`src/rtl/fetch_pc_seq_pkg.sv`:
```
// Shared types and constants for the instruction-fetch sequencer.
package fetch_pc_seq_pkg;

    localparam int unsigned XLEN        = 32;
    localparam int unsigned INSTR_BYTES = 4;
    localparam int unsigned OFFSET_W    = 16;
    localparam int unsigned JIDX_W      = 26;

    localparam logic [XLEN-1:0] DEFAULT_RESET_PC = 32'h0000_0000;

    typedef enum logic [1:0] {
        FETCH = 2'd0,
        ISSUE = 2'd1,
        INC   = 2'd2,
        BR    = 2'd3
    } state_t;

    // Control-flow decision captured from the decoder when it accepts an instruction.
    typedef struct packed {
        logic                br_take;
        logic [OFFSET_W-1:0] br_offset;
        logic                jmp;
        logic [JIDX_W-1:0]   jmp_index;
    } flow_t;

    // Sign-extended word offset converted to a byte displacement.
    function automatic logic [XLEN-1:0] br_disp(input logic [OFFSET_W-1:0] off);
        return {{(XLEN-OFFSET_W-2){off[OFFSET_W-1]}}, off, 2'b00};
    endfunction

endpackage

```
`src/rtl/fetch_pc_seq_if.sv`:
```
// Fetch/issue bus between the sequencer, instruction memory and the decoder.
interface fetch_pc_seq_if;
    import fetch_pc_seq_pkg::*;

    logic                imem_req;
    logic [XLEN-1:0]     imem_addr;
    logic                imem_ack;
    logic [XLEN-1:0]     imem_rdata;
    logic                instr_valid;
    logic                instr_ready;
    logic [XLEN-1:0]     instr_out;
    logic [XLEN-1:0]     instr_pc;
    logic                br_take;
    logic [OFFSET_W-1:0] br_offset;
    logic                jmp;
    logic [JIDX_W-1:0]   jmp_index;
    logic                redirect;
    logic [XLEN-1:0]     redirect_pc;
    logic                pc_wrap;

    modport master (
        output imem_req, imem_addr, instr_valid, instr_out, instr_pc, pc_wrap,
        input  imem_ack, imem_rdata, instr_ready, br_take, br_offset, jmp, jmp_index,
               redirect, redirect_pc
    );

    modport slave (
        input  imem_req, imem_addr, instr_valid, instr_out, instr_pc, pc_wrap,
        output imem_ack, imem_rdata, instr_ready, br_take, br_offset, jmp, jmp_index,
               redirect, redirect_pc
    );

endinterface

```
`src/rtl/fetch_pc_seq_adder.sv`:
```
// Combinational 32-bit adder shared by PC increment and branch-target computation.
module pc_adder32
    import fetch_pc_seq_pkg::*;
(
    input  logic [XLEN-1:0] a,
    input  logic [XLEN-1:0] b,
    output logic [XLEN-1:0] s,
    output logic            carry,
    output logic            ovf,
    output logic            zero
);

    always_comb begin
        {carry, s} = (XLEN+1)'(a) + (XLEN+1)'(b);
        ovf        = (a[XLEN-1] == b[XLEN-1]) && (s[XLEN-1] != a[XLEN-1]);
        zero       = (s == '0);
    end

endmodule

```
`src/rtl/fetch_pc_seq.sv`:
```
// Instruction-fetch sequencer: owns the PC, runs the imem handshake and issues
// instructions to decode, sharing one adder between PC+4 and branch targets.
module fetch_pc_seq
    import fetch_pc_seq_pkg::*;
#(
    parameter logic [XLEN-1:0] RESET_PC = DEFAULT_RESET_PC
) (
    input  logic           clk,
    input  logic           rst_n,
    fetch_pc_seq_if.master bus
);

    state_t          state, state_nx;
    logic [XLEN-1:0] pc, pc_nx;
    logic [XLEN-1:0] pend_pc, pend_pc_nx;
    logic [XLEN-1:0] instr_out, instr_out_nx;
    logic [XLEN-1:0] instr_pc, instr_pc_nx;
    logic            pend, pend_nx;
    logic            req, req_nx;
    logic            valid, valid_nx;
    logic            wrap, wrap_nx;
    flow_t           flow, flow_nx;

    logic [XLEN-1:0] add_b, add_s;
    logic            add_ovf, unused_carry, unused_zero;

    // Operand B is the branch displacement in BR, otherwise one instruction.
    assign add_b = (state == BR) ? br_disp(flow.br_offset) : XLEN'(INSTR_BYTES);

    pc_adder32 u_adder (
        .a     (pc),
        .b     (add_b),
        .s     (add_s),
        .carry (unused_carry),
        .ovf   (add_ovf),
        .zero  (unused_zero)
    );

    always_comb begin
        state_nx     = state;
        pc_nx        = pc;
        pend_nx      = pend;
        pend_pc_nx   = pend_pc;
        flow_nx      = flow;
        req_nx       = req;
        valid_nx     = valid;
        instr_out_nx = instr_out;
        instr_pc_nx  = instr_pc;
        wrap_nx      = 1'b0;

        // Outside FETCH a redirect aborts whatever is in flight.
        if (state != FETCH && bus.redirect) begin
            pc_nx    = bus.redirect_pc;
            valid_nx = 1'b0;
            req_nx   = 1'b1;
            state_nx = FETCH;
        end else begin
            case (state)
                FETCH: begin
                    if (!req) begin
                        req_nx = 1'b1;
                        if (bus.redirect) pc_nx = bus.redirect_pc;
                    end else if (bus.imem_ack) begin
                        req_nx  = 1'b0;
                        pend_nx = 1'b0;
                        if (bus.redirect) begin
                            pc_nx = bus.redirect_pc;
                        end else if (pend) begin
                            pc_nx = pend_pc;
                        end else begin
                            instr_out_nx = bus.imem_rdata;
                            instr_pc_nx  = pc;
                            valid_nx     = 1'b1;
                            state_nx     = ISSUE;
                        end
                    end else if (bus.redirect) begin
                        // Request already on the bus: remember target until ack.
                        pend_nx    = 1'b1;
                        pend_pc_nx = bus.redirect_pc;
                    end
                end
                ISSUE: begin
                    if (bus.instr_ready) begin
                        flow_nx  = '{br_take:   bus.br_take,
                                     br_offset: bus.br_offset,
                                     jmp:       bus.jmp,
                                     jmp_index: bus.jmp_index};
                        valid_nx = 1'b0;
                        state_nx = INC;
                    end
                end
                INC: begin
                    pc_nx = add_s;
                    if (flow.jmp) begin
                        pc_nx    = {add_s[XLEN-1:XLEN-4], flow.jmp_index, 2'b00};
                        req_nx   = 1'b1;
                        state_nx = FETCH;
                    end else if (flow.br_take) begin
                        state_nx = BR;
                    end else begin
                        req_nx   = 1'b1;
                        state_nx = FETCH;
                    end
                end
                BR: begin
                    pc_nx    = add_s;
                    wrap_nx  = add_ovf;
                    req_nx   = 1'b1;
                    state_nx = FETCH;
                end
                default: state_nx = FETCH;
            endcase
        end
    end

    always_ff @(posedge clk or negedge rst_n) begin
        if (!rst_n) begin
            state     <= FETCH;
            pc        <= RESET_PC;
            pend      <= 1'b0;
            pend_pc   <= '0;
            flow      <= '0;
            req       <= 1'b0;
            valid     <= 1'b0;
            instr_out <= '0;
            instr_pc  <= '0;
            wrap      <= 1'b0;
        end else begin
            state     <= state_nx;
            pc        <= pc_nx;
            pend      <= pend_nx;
            pend_pc   <= pend_pc_nx;
            flow      <= flow_nx;
            req       <= req_nx;
            valid     <= valid_nx;
            instr_out <= instr_out_nx;
            instr_pc  <= instr_pc_nx;
            wrap      <= wrap_nx;
        end
    end

    assign bus.imem_req    = req;
    assign bus.imem_addr   = pc;
    assign bus.instr_valid = valid;
    assign bus.instr_out   = instr_out;
    assign bus.instr_pc    = instr_pc;
    assign bus.pc_wrap     = wrap;

endmodule

```
`src/flat_wrapper.sv`:
```
// flat-port wrapper written by rule: the top's interface ports become plain ports
module fetch_pc_seq_flat import fetch_pc_seq_pkg::*;
#(
    parameter logic [XLEN-1:0] RESET_PC = DEFAULT_RESET_PC
)
  (clk, rst_n, bus_imem_req, bus_imem_addr, bus_instr_valid, bus_instr_out, bus_instr_pc, bus_pc_wrap, bus_imem_ack, bus_imem_rdata, bus_instr_ready, bus_br_take, bus_br_offset, bus_jmp, bus_jmp_index, bus_redirect, bus_redirect_pc);
  fetch_pc_seq_if bus_i ();
  input  logic clk;
  input  logic rst_n;
  output wire logic [$bits(bus_i.imem_req)-1:0] bus_imem_req;
  output wire logic [$bits(bus_i.imem_addr)-1:0] bus_imem_addr;
  output wire logic [$bits(bus_i.instr_valid)-1:0] bus_instr_valid;
  output wire logic [$bits(bus_i.instr_out)-1:0] bus_instr_out;
  output wire logic [$bits(bus_i.instr_pc)-1:0] bus_instr_pc;
  output wire logic [$bits(bus_i.pc_wrap)-1:0] bus_pc_wrap;
  input wire logic [$bits(bus_i.imem_ack)-1:0] bus_imem_ack;
  input wire logic [$bits(bus_i.imem_rdata)-1:0] bus_imem_rdata;
  input wire logic [$bits(bus_i.instr_ready)-1:0] bus_instr_ready;
  input wire logic [$bits(bus_i.br_take)-1:0] bus_br_take;
  input wire logic [$bits(bus_i.br_offset)-1:0] bus_br_offset;
  input wire logic [$bits(bus_i.jmp)-1:0] bus_jmp;
  input wire logic [$bits(bus_i.jmp_index)-1:0] bus_jmp_index;
  input wire logic [$bits(bus_i.redirect)-1:0] bus_redirect;
  input wire logic [$bits(bus_i.redirect_pc)-1:0] bus_redirect_pc;
  assign bus_imem_req = bus_i.imem_req;
  assign bus_imem_addr = bus_i.imem_addr;
  assign bus_instr_valid = bus_i.instr_valid;
  assign bus_instr_out = bus_i.instr_out;
  assign bus_instr_pc = bus_i.instr_pc;
  assign bus_pc_wrap = bus_i.pc_wrap;
  assign bus_i.imem_ack = bus_imem_ack;
  assign bus_i.imem_rdata = bus_imem_rdata;
  assign bus_i.instr_ready = bus_instr_ready;
  assign bus_i.br_take = bus_br_take;
  assign bus_i.br_offset = bus_br_offset;
  assign bus_i.jmp = bus_jmp;
  assign bus_i.jmp_index = bus_jmp_index;
  assign bus_i.redirect = bus_redirect;
  assign bus_i.redirect_pc = bus_redirect_pc;
  fetch_pc_seq #(.RESET_PC(RESET_PC)) u_core (.clk(clk), .rst_n(rst_n), .bus(bus_i));
endmodule
```
`config.mk`:
```
export PLATFORM = sky130hd
export DESIGN_NAME = fetch_pc_seq_flat
export DESIGN_NICKNAME = d
export VERILOG_FILES = /design/src/rtl/fetch_pc_seq_pkg.sv /design/src/rtl/fetch_pc_seq_if.sv /design/src/rtl/fetch_pc_seq_adder.sv /design/src/rtl/fetch_pc_seq.sv /design/src/flat_wrapper.sv
export SDC_FILE = /design/constraint.sdc
export NUM_CORES = 1
export LEC_CHECK = 0
export BUFFER_PORTS_ARGS = -buffer_cell sky130_fd_sc_hd__buf_2
export CAP_MARGIN = 20
export CORE_MARGIN = 5
export CORE_UTILIZATION = 40
export DETAILED_ROUTE_END_ITERATION = 16
export PLACE_DENSITY = 0.75
export SLEW_MARGIN = 15
export SYNTH_ARGS = -nofsm -noshare
export SYNTH_HDL_FRONTEND = slang
export SYNTH_SLANG_ARGS = --single-unit
```
`constraint.sdc`:
```
create_clock -name clk -period 3.4 [get_ports clk]
set_clock_uncertainty 0.2 [all_clocks]
set_input_delay 0.68 -clock clk [delete_from_list [all_inputs] [get_ports clk]]
set_output_delay 0.68 -clock clk [all_outputs]
set_load 0.02 [all_outputs]
```
Word level (Yosys, flattened, before mapping)
Index checks and enable logic that the tools add are counted.
Operators by class
  $add $sub $neg: 1
  equality and inequality tests: 14
  multiplexer cells: 35
  bitwise gates (word level): 4
  reduce and logical (&&, ||, !) cells: 15
Operators with widths (number)
  $mux 32: 7
  $pmux 32 s3: 1
  $add 32x32->32: 1
  $mux 28: 1
  $mux 2: 8
  $mux 1: 15
  $reduce_and 6->1: 2
  $reduce_and 5->1: 2
  $ne 3x2->1 const B: 3
  $ne 4x2->1 const B: 2
  $ne 4x4->1 const B: 2
  $pmux 2 s4: 1
  $reduce_and 4->1: 2
  $eq 2x2->1 const B: 2
  $not 1->1: 4
  $reduce_bool 2->1: 2
  $reduce_bool 4->1: 1
  $ne 3x1->1 const B: 1
  $ne 3x3->1 const B: 1
  $pmux 1 s3: 1
  $reduce_and 3->1: 1
  $reduce_bool 3->1: 1
  $eq 2x1->1 const B: 1
  $logic_and 1x1->1: 2
  5 further kinds: 5
Storage, ports and cells
  register bits after elaboration: 178
  bits of input ports: 113

Longest topological paths before layout
  depth after elaboration: 7
  gate-level depth with buffers: 15
  depth with buffers taken out: 13

Cells and area by module
A second synthesis with hierarchy kept.
Unflattened totals
  cell total of the unflattened synthesis: 930
  area, all modules: 10221.1 µm²
By module, submodules not included
  fetch_pc_seq: instances 1, cells each 647, area each 8262.9 µm², seq. area each 4454.3 µm²
  pc_adder32: instances 1, cells each 283, area each 1958.1 µm², seq. area each 0.0 µm²

Worst setup path before layout
OpenSTA, ideal clock, no wires.
  path type: flip-flop to flip-flop
  start: register u_core.state[1]
  end: register u_core.pc[26], in the netlist u_core.bus.imem_addr[26]
  library setup time: 0.126 ns
  data arrival time: 3.374 ns
  setup slack: -0.300 ns
  stages on the path, launching flop included: 14
  buffers on the path: 3
  period minus slack after synthesis: 3.700 ns
  path through: dfrtp_1 clkbuf_1 clkbuf_1 clkbuf_1 nand3_1 fa_1 nand2b_1 a21oi_1 o2111ai_1 and2_1 o311ai_2 mux2i_1 xnor2_1 o21ai_1
On the way
  word-level cells in the longest chain between the ends: 6
  elaborated cells between the ends (all ways): 15
  classes of those cells: add/sub: 1; eq/ne: 5; mux: 4; reduce/logical: 5
Ends and longest elaborated chain
  start: declaration: line fetch_pc_seq.sv:13  | state_t state, state_nx;
  start signal: assignment: line fetch_pc_seq.sv:129  | state <= state_nx;
  $eq 2x2->1: line fetch_pc_seq.sv:28, fetch_pc_seq.sv:58
  $mux 32: line fetch_pc_seq.sv:28  | assign add_b = (state == BR) ? br_disp(flow.br_offset) : XLEN'(INSTR_BYTES);
  $add 32x32->32: line fetch_pc_seq_adder.sv:14  | {carry, s} = (XLEN+1)'(a) + (XLEN+1)'(b);
  $mux 28: line fetch_pc_seq.sv:94  | if (flow.jmp) begin
  $pmux 32 s3: line fetch_pc_seq.sv:58  | case (state)
  $mux 32: line fetch_pc_seq.sv:52  | if (state != FETCH && bus.redirect) begin
  end signal: assignment: line fetch_pc_seq.sv:130  | pc <= pc_nx;
  end: declaration: line fetch_pc_seq.sv:14  | logic [XLEN-1:0] pc, pc_nx;
Parallel ways exist; a longest one is shown, timed or not.
A chain may end at the register's enable or synchronous reset.

Worst setup path after layout
  start: register u_core.state[1]
  end: register u_core.pc[24], in the netlist u_core.bus.imem_addr[24]
Same word-level chain as after synthesis.

==> out/results.ini <==
[run_status]
run_status=finished clean

[placement]
placed_cells_incl_taps=1437
io_buffers=211
gp_congestion=0.939
hpwl_mm=21.4

[final_layout]
drive_gt1_share_pct=38.8
fin_cells=1473
syn_to_final_growth_pct=23.3
nets=1270

[sta]
slew-limit-headroom_pct=30.8
period_minus_slack_ns=3.25
tightest_slew_ns=1.04
rsz0062_at_grt=false
setup-violations-final=0
fin_tns_setup_ns=0
min_period_over_period_pct=95.7
fmax_mhz=307
hold_violations=0
slew_violations=0

[routing]
antenna_left=0
drtIter0Drc=859
postRouteWirelength_mm=29.4
vias=8372
wire_per_inst_microns=20.0
drc_errors=0
drt_first_pass_iters=5
viasPerCell=5.68

[clock_network]
cts_htree_levels=4
cts_root_buf=clkbuf_16
cts_tree=yes
clk_pin_slew_ns=0.07
cts_inserted_buffers=17
clock-sinks=178
clock_latency_ns=0.44
cts_buffer_depth=2

[synthesis]
synth_top_cells_by_area=dfrtp_1 (46%), mux2_2 (16%), a21oi_1 (4.3%), nand2_1 (3.4%), o21ai_0 (2.7%)
postSynthAreaPerCell_sq_um=10.3
yosys_register_bits=178
synth_nets=1062
syn_area_sq_um=9610
yosysWarnings=0
synth_edf_count=0
yosys.cell_types.count=74
post_synth_inst_count=931
synth-main-ff-cell=dfrtp_1
synthArstFlopShare_pct=100
yosys.area.top_type_share_pct=46.4
synth-seq-area-share_pct=46.4
synth_top_cell_by_area=dfrtp_1

[die]
io_pins=212
fp.dieW_microns=165
start_util_pct=40.8
die_h_microns=165
row_count=56
dieArea_sq_um=27200
placeableCoreArea_sq_um=23500

[min_path]
hp-class=in2async

[setup_path]
arrival_ns=3.43
worst_setup_path_start_kind=register
crit_fanout=4
path_class=reg2reg
cp.required_ns=3.58
endpoint_kind=register

[global_routing]
grt.overflow.total=0
grt_pass1_wl_mm=45.2
grt_max_degree=63
grt_pass1_vias=8214
grt_antenna_before_repair=1
grt_usage_pct=21.3

[run]
maxCapViolations=0

[power_and_ir_drop]
power_density_nw_per_um2=843
power.total_uw=9990
leakagePower_uw=0.00544
ir_drop_mv=0.408

-- worst max-delay path, stage by stage, from the launching register on --
cell	delay (ns)
dfrtp_2	0.44
nand2_2	0.08
or2_2	0.10
ha_1	0.16
inv_1	0.06
fa_1	0.39
nand2b_1	0.19
a21oi_2	0.18
o2111ai_2	0.19
a211oi_2	0.32
nor3_2	0.11
mux2i_1	0.16
or4_1	0.53
nand3_1	0.08
-- Yosys cell counts (all sizes together), types with 4 or more instances --
| library cell | instances |
|---|---|
| or4 | 5 |
| nand4 | 4 |
| mux2i | 14 |
| nor4 | 4 |
| inv | 15 |
| and3 | 19 |
| buf | 21 |
| a22oi | 6 |
| nor2 | 53 |
| a211oi | 5 |
| xnor2 | 8 |
| ha | 17 |
| nor3 | 12 |
| dfrtp | 178 |
| a2111oi | 5 |
| o221ai | 9 |
| or3 | 5 |
| or2 | 4 |
| a221o | 4 |
| o31ai | 6 |
| o21ai | 56 |
| a21o | 12 |
| a31oi | 4 |
| o211ai | 8 |
| and2 | 4 |
| nand3 | 19 |
| nand2 | 87 |
| a221oi | 7 |
| a21oi | 86 |
| clkbuf | 38 |
| o22ai | 9 |
| nand2b | 7 |
| xor2 | 8 |
| nor2b | 18 |
| mux2 | 136 |
-- cells by family (layout without fill, tap and decap cells) --
kind of cell / count (synthesis) / in the layout / synth area share [%]
DFF: 178 / 178 / 46.4
AOI/OAI and AO/OA: 244 / 244 / 16.4
xor gates and xnor gates: 16 / 16 / 1.46
muxes: 150 / 150 / 17.4
adders and majority gates: 18 / 18 / 2.42
buffers and inverters: 76 / 297 / 3.26
and+or+nand+nor: 249 / 249 / 12.7
other: 0 / 2 / 0
-- flip-flops by register name, indices dropped and copies added, names as in the netlist --
name,count
u_core.pend_pc,32
u_core.bus.instr_out,32
u_core.state,2
u_core.pend,1
u_core.bus.instr_pc,32
u_core.bus.imem_req,1
u_core.bus.imem_addr,32
u_core.flow,44
u_core.bus.pc_wrap,1
u_core.bus.instr_valid,1
-- timing repair --
item / 4_1_cts / 5_1_grt
hold buffers: 0 / 0
resized for setup: 0 / 7
setup buffers: 0 / 1
hold endpoints to repair: 0 / 0
endpoints found under the setup margin: 0 / 14
-- placed cells by master (no fill, tap or decap), drive strengths merged, types with 6 or more instances in the layout --
| cell | n |
|---|---|
| a21o | 12 |
| a21oi | 86 |
| a221oi | 7 |
| a22oi | 6 |
| and3 | 19 |
| buf | 246 |
| clkbuf | 22 |
| dfrtp | 178 |
| ha | 17 |
| inv | 21 |
| mux2 | 136 |
| mux2i | 14 |
| nand2 | 87 |
| nand2b | 7 |
| nand3 | 19 |
| nor2 | 53 |
| nor2b | 18 |
| nor3 | 12 |
| o211ai | 8 |
| o21ai | 56 |
| o221ai | 9 |
| o22ai | 9 |
| o31ai | 6 |
| xnor2 | 8 |
| xor2 | 8 |
-- area by class of cell --
class                      instances  area (sq um)
inverter                          17          68.8
fill                            2217         11700
clock buffer                      20           457
multi-input combinational        677          4890
sequential                       178          4460
timing repair buffer             248          1430
tap                              319           399
clock inverter                    12           141
antenna                            2          5.00
-- worst paths after layout --
path / from / to / slack (ns) / cells past startpoint
worst max-delay path: u_core.state[1] / u_core.bus.imem_addr[24] / 0.15 / 13
worst min-delay path: rst_n / u_core.flow[39] / 0.04 / 1
worst max register to register: u_core.state[1] / u_core.bus.imem_addr[24] / 0.15 / 13
worst min register to register: u_core.bus.instr_pc[17] / u_core.bus.instr_pc[17] / 0.28 / 2
max in group asynchronous: rst_n / u_core.bus.instr_out[15] / 2.18 / 2
min in group clk: bus_imem_rdata[28] / u_core.bus.instr_out[28] / 0.26 / 2
-- through the flow --
stage	hold slack [ns]	setup slack [ns]	util, %	cell area (sq um)
after floorplan	0.184	0.00338	-	9630
after global placement	0.259	0.164	47.5	11200
after detailed placement	0.266	0.0681	47.5	11200
after CTS	0.0543	0.0516	50.1	11800
after global routing	0.0656	0.00731	50.3	11800
final	0.0361	0.147	50.3	11800
-- power by group --
group          total (uW)  switching (uW)  internal (uW)
combinational        3990            2290           1710
sequential           3980             855           3120
clock                2020             935           1080
total                9990            4080           5910
-- per-layer routing --
metal | wire length, microns | up-vias | global-route usage, % | share of wire, %
met5 | 0 | - | 0 | 0
met4 | 605 | 0 | 6.31 | 2.1
met3 | 2160 | 53 | 4.62 | 7.3
met2 | 13400 | 361 | 33.4 | 46
met1 | 13200 | 4125 | 29.7 | 45
li1 | - | 3833 | - | -
Note: power is estimated with default switching activity, not from simulation.
